==> config.mk <==
export PLATFORM = sky130hd
export DESIGN_NAME = barrel_right_pipe
export DESIGN_NICKNAME = d
export VERILOG_FILES = /design/src/rtl/barrel_right_pipe_pkg.sv /design/src/rtl/barrel_right_stage.sv /design/src/rtl/barrel_right_pipe.sv
export SDC_FILE = /design/constraint.sdc
export NUM_CORES = 1
export LEC_CHECK = 0
export CELL_PAD_IN_SITES_DETAIL_PLACEMENT = 2
export CELL_PAD_IN_SITES_GLOBAL_PLACEMENT = 2
export CORE_ASPECT_RATIO = 0.7
export CORE_MARGIN = 3
export CORE_UTILIZATION = 43
export DETAILED_ROUTE_END_ITERATION = 6
export DONT_BUFFER_PORTS = 1
export PLACE_DENSITY_LB_ADDON = 0.1
export SYNTH_ARGS = -nofsm -noshare
export SYNTH_HDL_FRONTEND = slang
export SYNTH_SLANG_ARGS = --single-unit
export TNS_END_PERCENT = 30
==> constraint.sdc <==
create_clock -name clk -period 3 [get_ports clk]
set_input_delay 0.3 -clock clk [delete_from_list [all_inputs] [get_ports clk]]
set_output_delay 0.3 -clock clk [all_outputs]
set_load 0.05 [all_outputs]
==> src/rtl/barrel_right_pipe_pkg.sv <==
// Shared ALU definitions for the right barrel shifter: mode encodings and widths.
package barrel_right_pipe_pkg;
  typedef enum logic [1:0] {
    SHR_LOGICAL = 2'b00,
    SHR_ARITH   = 2'b01,
    SHR_ROTATE  = 2'b10
  } shr_mode_e;

  localparam int DEF_WIDTH = 16;
  localparam int SHFT_W    = $clog2(DEF_WIDTH);
endpackage

==> src/rtl/barrel_right_stage.sv <==
// One right-shift stage (distance DIST) with its register and valid/ready slot.
// Rotate fill is present only when BARREL_RIGHT_ROTATE_EN is defined.
module barrel_right_stage
  import barrel_right_pipe_pkg::*;
#(
  parameter int WIDTH = DEF_WIDTH,
  parameter int DIST  = 1
) (
  input  logic                       clk,
  input  logic                       rst,
  input  logic                       up_valid,
  output logic                       up_ready,
  input  logic [WIDTH-1:0]           up_data,
  input  logic [$clog2(WIDTH)-1:0]   up_shft,
  input  logic [1:0]                 up_mode,
  input  logic                       up_carry,
  input  logic                       up_sign,
  output logic                       dn_valid,
  input  logic                       dn_ready,
  output logic [WIDTH-1:0]           dn_data,
  output logic [$clog2(WIDTH)-1:0]   dn_shft,
  output logic [1:0]                 dn_mode,
  output logic                       dn_carry,
  output logic                       dn_sign
);
  localparam int BIT = $clog2(DIST);

  logic [DIST-1:0]  fill;
  logic [WIDTH-1:0] nxt_data;
  logic             nxt_carry;

  always_comb begin
    fill = '0;
    case (up_mode)
      SHR_ARITH:  fill = {DIST{up_sign}};
`ifdef BARREL_RIGHT_ROTATE_EN
      SHR_ROTATE: fill = up_data[DIST-1:0];
`endif
      default:    fill = '0;
    endcase
    nxt_data  = up_data;
    nxt_carry = up_carry;
    if (up_shft[BIT]) begin
      nxt_data  = {fill, up_data[WIDTH-1:DIST]};
      nxt_carry = up_data[DIST-1];
    end
  end

`ifndef BARREL_RIGHT_ROTATE_EN
  logic unused_low;
  assign unused_low = ^up_data[DIST-1:0];
`endif

  // Slot accepts when empty or when its occupant moves on this cycle.
  assign up_ready = !dn_valid || dn_ready;

  always_ff @(posedge clk) begin
    if (rst) begin
      dn_valid <= 1'b0;
      dn_data  <= '0;
      dn_shft  <= '0;
      dn_mode  <= '0;
      dn_carry <= 1'b0;
      dn_sign  <= 1'b0;
    end else if (up_ready) begin
      dn_valid <= up_valid;
      if (up_valid) begin
        dn_data  <= nxt_data;
        dn_shft  <= up_shft;
        dn_mode  <= up_mode;
        dn_carry <= nxt_carry;
        dn_sign  <= up_sign;
      end
    end
  end
endmodule

==> src/rtl/barrel_right_pipe.sv <==
// Pipelined right barrel shifter, one stage per shift-amount bit, valid/ready in and out.
// BARREL_RIGHT_ROTATE_EN enables rotate mode; otherwise rotate acts as logical.
module barrel_right_pipe
  import barrel_right_pipe_pkg::*;
#(
  parameter int WIDTH = DEF_WIDTH
) (
  input  logic                     clk,
  input  logic                     rst,
  input  logic                     in_valid,
  output logic                     in_ready,
  input  logic [WIDTH-1:0]         in_data,
  input  logic [$clog2(WIDTH)-1:0] shft,
  input  logic [1:0]               mode,
  output logic                     out_valid,
  input  logic                     out_ready,
  output logic [WIDTH-1:0]         out_data,
  output logic                     out_carry
);
  localparam int N = $clog2(WIDTH);

  logic [N:0]                vld_pipe;
  logic [N:0]                rdy;
  logic [N:0][WIDTH-1:0]     data_p;
  logic [N:0][N-1:0]         shft_p;
  logic [N:0][1:0]           mode_p;
  logic [N:0]                carry_p;
  logic [N:0]                sign_p;

  // Index 0 is the input port; index k+1 is the register of stage k.
  assign vld_pipe[0] = in_valid;
  assign data_p[0]   = in_data;
  assign shft_p[0]   = shft;
  assign mode_p[0]   = mode;
  assign carry_p[0]  = 1'b0;
  assign sign_p[0]   = in_data[WIDTH-1];
  assign rdy[N]      = out_ready;

  genvar k;
  generate
    for (k = 0; k < N; k++) begin : g_stage
      barrel_right_stage #(
        .WIDTH (WIDTH),
        .DIST  (1 << k)
      ) u_stage (
        .clk      (clk),
        .rst      (rst),
        .up_valid (vld_pipe[k]),
        .up_ready (rdy[k]),
        .up_data  (data_p[k]),
        .up_shft  (shft_p[k]),
        .up_mode  (mode_p[k]),
        .up_carry (carry_p[k]),
        .up_sign  (sign_p[k]),
        .dn_valid (vld_pipe[k+1]),
        .dn_ready (rdy[k+1]),
        .dn_data  (data_p[k+1]),
        .dn_shft  (shft_p[k+1]),
        .dn_mode  (mode_p[k+1]),
        .dn_carry (carry_p[k+1]),
        .dn_sign  (sign_p[k+1])
      );
    end
  endgenerate

  assign in_ready  = rdy[0] && !rst;
  assign out_valid = vld_pipe[N];
  assign out_data  = data_p[N];
  assign out_carry = carry_p[N];

  logic unused_tail;
  assign unused_tail = ^{shft_p[N], mode_p[N], sign_p[N]};
endmodule
# --- Yosys cells after proc, flatten, opt, wreduce, memory -nomap -nowiden ---
# Cells that the tools add are included.
word_totals:
  register_bits: 93
  in_bits: 26
  out_inout_bits: 19
  word_cells: 51
op_classes:
  eq_ne: 4
  n_mux: 12
  n_reduce_logical: 14
ops:
  columns: ["cell", "n"]
  rows:
  - ["16-bit two-way mux", 4]
  - ["2-bit by 1-bit == test with 1-bit output, second input constant", 4]
  - ["8-bit two-way mux", 1]
  - ["2-bit AND reduction", 4]
  - ["1-bit logical NOT", 5]
  - ["1-bit two-way mux", 5]
  - ["1-bit logical OR", 4]
  - ["4-bit two-way mux", 1]
  - ["2-bit two-way mux", 1]
  - ["1-bit logical AND", 1]

# --- Logic depth before layout (Yosys ltp) ---
depth:
  word_depth: 6
  depth_mapped: 6
  mapped_depth_nobuf: 3

# --- Hierarchy ---
# A second synthesis with hierarchy kept.
hier_totals:
  cells_unflattened: 463
  hier_area_um2: 4903.5
modules_own_cells:
  columns: ["module", "n_inst", "cells_per_inst", "area_each_um2", "seq_area_each_um2"]
  rows:
  - ["barrel_right_stage (g_stage[0].u_stage)", 1, 115, 1249.9, 500.5]
  - ["barrel_right_stage (g_stage[1].u_stage)", 1, 116, 1242.4, 500.5]
  - ["barrel_right_stage (g_stage[2].u_stage)", 1, 115, 1237.4, 500.5]
  - ["barrel_right_stage (g_stage[3].u_stage)", 1, 115, 1156.1, 500.5]
  - ["barrel_right_pipe", 1, 2, 17.5, 0.0]

# --- Least setup slack after synthesis ---
# Ideal clock, no wire load.
synth_path:
  kind: "flip-flop to output port"
  from: "register g_stage[3].u_stage.dn_valid"
  to: "output in_ready"
  arrival_ns: 1.727
  t_required_ns: 2.700
  path_slack_ns: 0.973
  stages_incl_launch_ff: 4
  path_buffers: 1
  cell_sequence: "dfxtp_1 and4b_1 buf_4 a21oi_1"
synth_via:
  elab_chain_len: 6
synth_lines:
  columns: ["element", "line", "text"]
  rows:
  - ["start, declared", "barrel_right_stage.sv:18", "output logic dn_valid,"]
  - ["start signal, assigned", "barrel_right_stage.sv:66", "dn_valid <= up_valid;"]
  - ["1-bit logical NOT", "barrel_right_stage.sv:55", "assign up_ready = !dn_valid || dn_ready;"]
  - ["1-bit logical OR (4 in a row)", "barrel_right_stage.sv:55", null]
  - ["1-bit logical AND", "barrel_right_pipe.sv:66", "assign in_ready = rdy[0] && !rst;"]
  - ["end, declared", "barrel_right_pipe.sv:11", "output logic in_ready,"]
# No other way between the ends.

# --- Final worst setup path ---
# Ends and elaborated chain as after synthesis.

==> impl_results.md <==
* Status: complete, no violations
* H-tree levels at 3
* Final-report setup violation count at 0
* Crit path kind: reg -> out
* Clk pin slew, worst setup/hold paths at 60 ps
* Die X at 124 um
* Initial core utilization at 0.451
* Max FO, Critical Path at 9
* Worst-Skew Late Latency at around 340 ps
* Largest net degree at the start of global routing at 111
* DP Wirelength at 7480 um
* Area after DPL at 0.00408 sq mm
* FF-to-FF path depth at 3
* RSZ-0062 raised after global routing: false
* Routed vias/inst at a little under 6
* Vias in the first global route at about 3300
* Fin. Hold Viols at 0
* DR iter-0 viols at around 140
* Worst Setup End Kind: output port
* Die Area at between 0.01 and 0.015 sq mm
* # DRC at 0
* Post-CTS setup buffer count at 0
* Final setup TNS at 0 ps
* Antenna viol nets, final at 0
* Clock Skew at 6.58 ps
* Sequential share of the synthesized area at 0.416
* P&R area growth vs syn at 3.91%
* Slew Limit Fails at 0
* Drt first pass iters at 4
* Register area at 0.00174 sq mm
* Fmax at about 440 MHz
* Synthesized area per cell at 9.65 sq um
* Core Rows at 29
* CTS tree: built
* Required @ worst endpoint at approximately 2700 ps
* Via count at slightly above 3000
* CTS buffer count at 9
* Core footprint at about 0.0093 sq mm
* Ant. Diodes at 0
* GRT overflow at 0
* GRT Total Usage at 0.210
* Worst Setup Start Kind: register
* CTS max path bufs at 2
* Multi-input logic area at between 0.002 and 0.0025 sq mm
* Hold Crit Class: in -> reg
* Routed WL at between 10000 and 15000 um
* Slew of the pin with the lowest slew margin at around 840 ps
* Mapped cell area at ~0.0042 sq mm
* Count of cell types in the netlist at 27
* Io pins at 45
* GPL Wtd Cong at 0.721
* CTS sink cnt at 87
* Maximum VDD drop at 0.000267 V
* Layout cells sized above 1 at 0.114
* Top cell type by total area after synthesis: dfxtp_1
* Reg2reg setup slack at 940 ps
* Die height at 88.6 um
* Layout net count at 424
* Power Dens Cells at between 500 and 600 mW/mm^2
* Period utilization at 0.759
* PortBufs at 0
* LEAKAGE at 1.50 nW
* Min Tclk post-route at around 2300 ps
* Hold Path Stages at 1
* MaxCap Viol Count at 0
* Seq cells post-synth at 87
* WP data arrival at 1980 ps
* Fin area at approximately 0.0044 sq mm
* Initial antenna violation count at 0
* First-pass GRT wire length at between 15000 and 20000 um
* Post-CTS sizing at 0
* Post-Syn Instances at 434
* Relative slew margins at 0.437
* FILL cells at around 1000
* Hold_buf cts at 0
* Share of Yosys cell area claimed by the top area cell type at 0.416
* Clock root buffer: clkbuf_16
* Post-Syn Nets at 460
* Warnings from Yosys at 0
* Wire per inst at 21.0 um
* Top cells by area, synth: dfxtp_1 42%, mux2i_1 14%, a21oi_1 9.6%
-- where the power goes --
part | total (mW) | internal [mW] | switching, mW
registers | 1.29 | 1.22 | 0.0782
clock network | 1.04 | 0.601 | 0.442
logic | 0.212 | 0.100 | 0.111
total | 2.55 | 1.92 | 0.632
-- flip-flops by register name, indices dropped and copies added, names as in the netlist --
register                  cells
g_stage.u_stage.dn_data      64
g_stage.u_stage.dn_mode       6
g_stage.u_stage.dn_shft       6
g_stage.u_stage.dn_carry      4
g_stage.u_stage.dn_valid      4
g_stage.u_stage.dn_sign       3
-- worst max-delay path, cell delays in order (launching register included) --
cell and delay [ps]:
dfxtp_1 780, and4b_1 540, a21oi_1 120, buf_4 200
-- cell usage after synthesis --
master     n
nor2_4     1
o21ai_0    9
mux2i_1   59
buf_4     21
dfxtp_1   87
nor2b_1   16
nand4b_4   1
a211oi_1  41
a211oi_2  10
o21ai_4    1
clkbuf_1  12
a21boi_1   1
buf_6      4
inv_1      5
and4b_1    4
nor2_1    17
mux2_2     6
and2_4     1
mux2_1    10
and3b_1    1
a21oi_1   80
buf_1      4
nand3b_1   2
nand3_1    9
nand2b_1  15
buf_2     16
inv_2      1
-- cells in the final DEF (no fill, tap or decap), drive strengths merged, types with 10 or more instances in the layout --
cell / n
a21oi: 80
a211oi: 51
dfxtp: 87
buf: 10
mux2: 16
o21ai: 10
clkbuf: 12
nand2b: 15
mux2i: 59
nor2: 18
nor2b: 16
-- layout make-up --
cell class | count | area share
clock inverter | 4 | 0.00460
inverter | 6 | 0.00517
sequential | 87 | 0.400
multi-input combinational | 284 | 0.478
tap | 124 | 0.0356
clock buffer | 12 | 0.0589
timing repair buffer | 10 | 0.0172
-- stage by stage --
step                total power, mW  utilization  instances  setup WS [ps]  hold slack, ps
finish                         2.55        0.469        527            722            43.8
global route                   2.66        0.469        527            647            30.5
CTS                            2.58        0.469        527            717            21.0
detailed placement             1.53        0.439        511            925             381
global placement               1.51        0.439        511           1020             379
floorplan                      1.51            -        434            973             417
-- worst paths after layout --
kind / start / endpoint
setup reg to reg: g_stage[3].u_stage.dn_valid / g_stage[0].u_stage.dn_shft[2]
setup / recovery: g_stage[3].u_stage.dn_valid / in_ready
hold reg to reg: g_stage[0].u_stage.dn_shft[3] / g_stage[0].u_stage.dn_shft[3]
hold / removal: rst / g_stage[1].u_stage.dn_shft[2]
-- cells by family after synthesis --
logic type             count (synthesis)  synth area share
and+or+nand+nor                       67            0.0979
muxes                                 75             0.184
buffers and inverters                 63            0.0872
DFF                                   87             0.416
AOI/OAI and AO/OA                    142             0.215
-- layer usage --
layer | global-route usage | part of all wire | vias up
li1 | - | - | 1480
met1 | 0.284 | 0.51 | 1543
met2 | 0.341 | 0.46 | 29
met3 | 0.0556 | 0.026 | 9
met4 | 0.0447 | 0.0086 | 0
met5 | 0 | 0 | -
No activity file was read; power rests on OpenSTA's default activity.
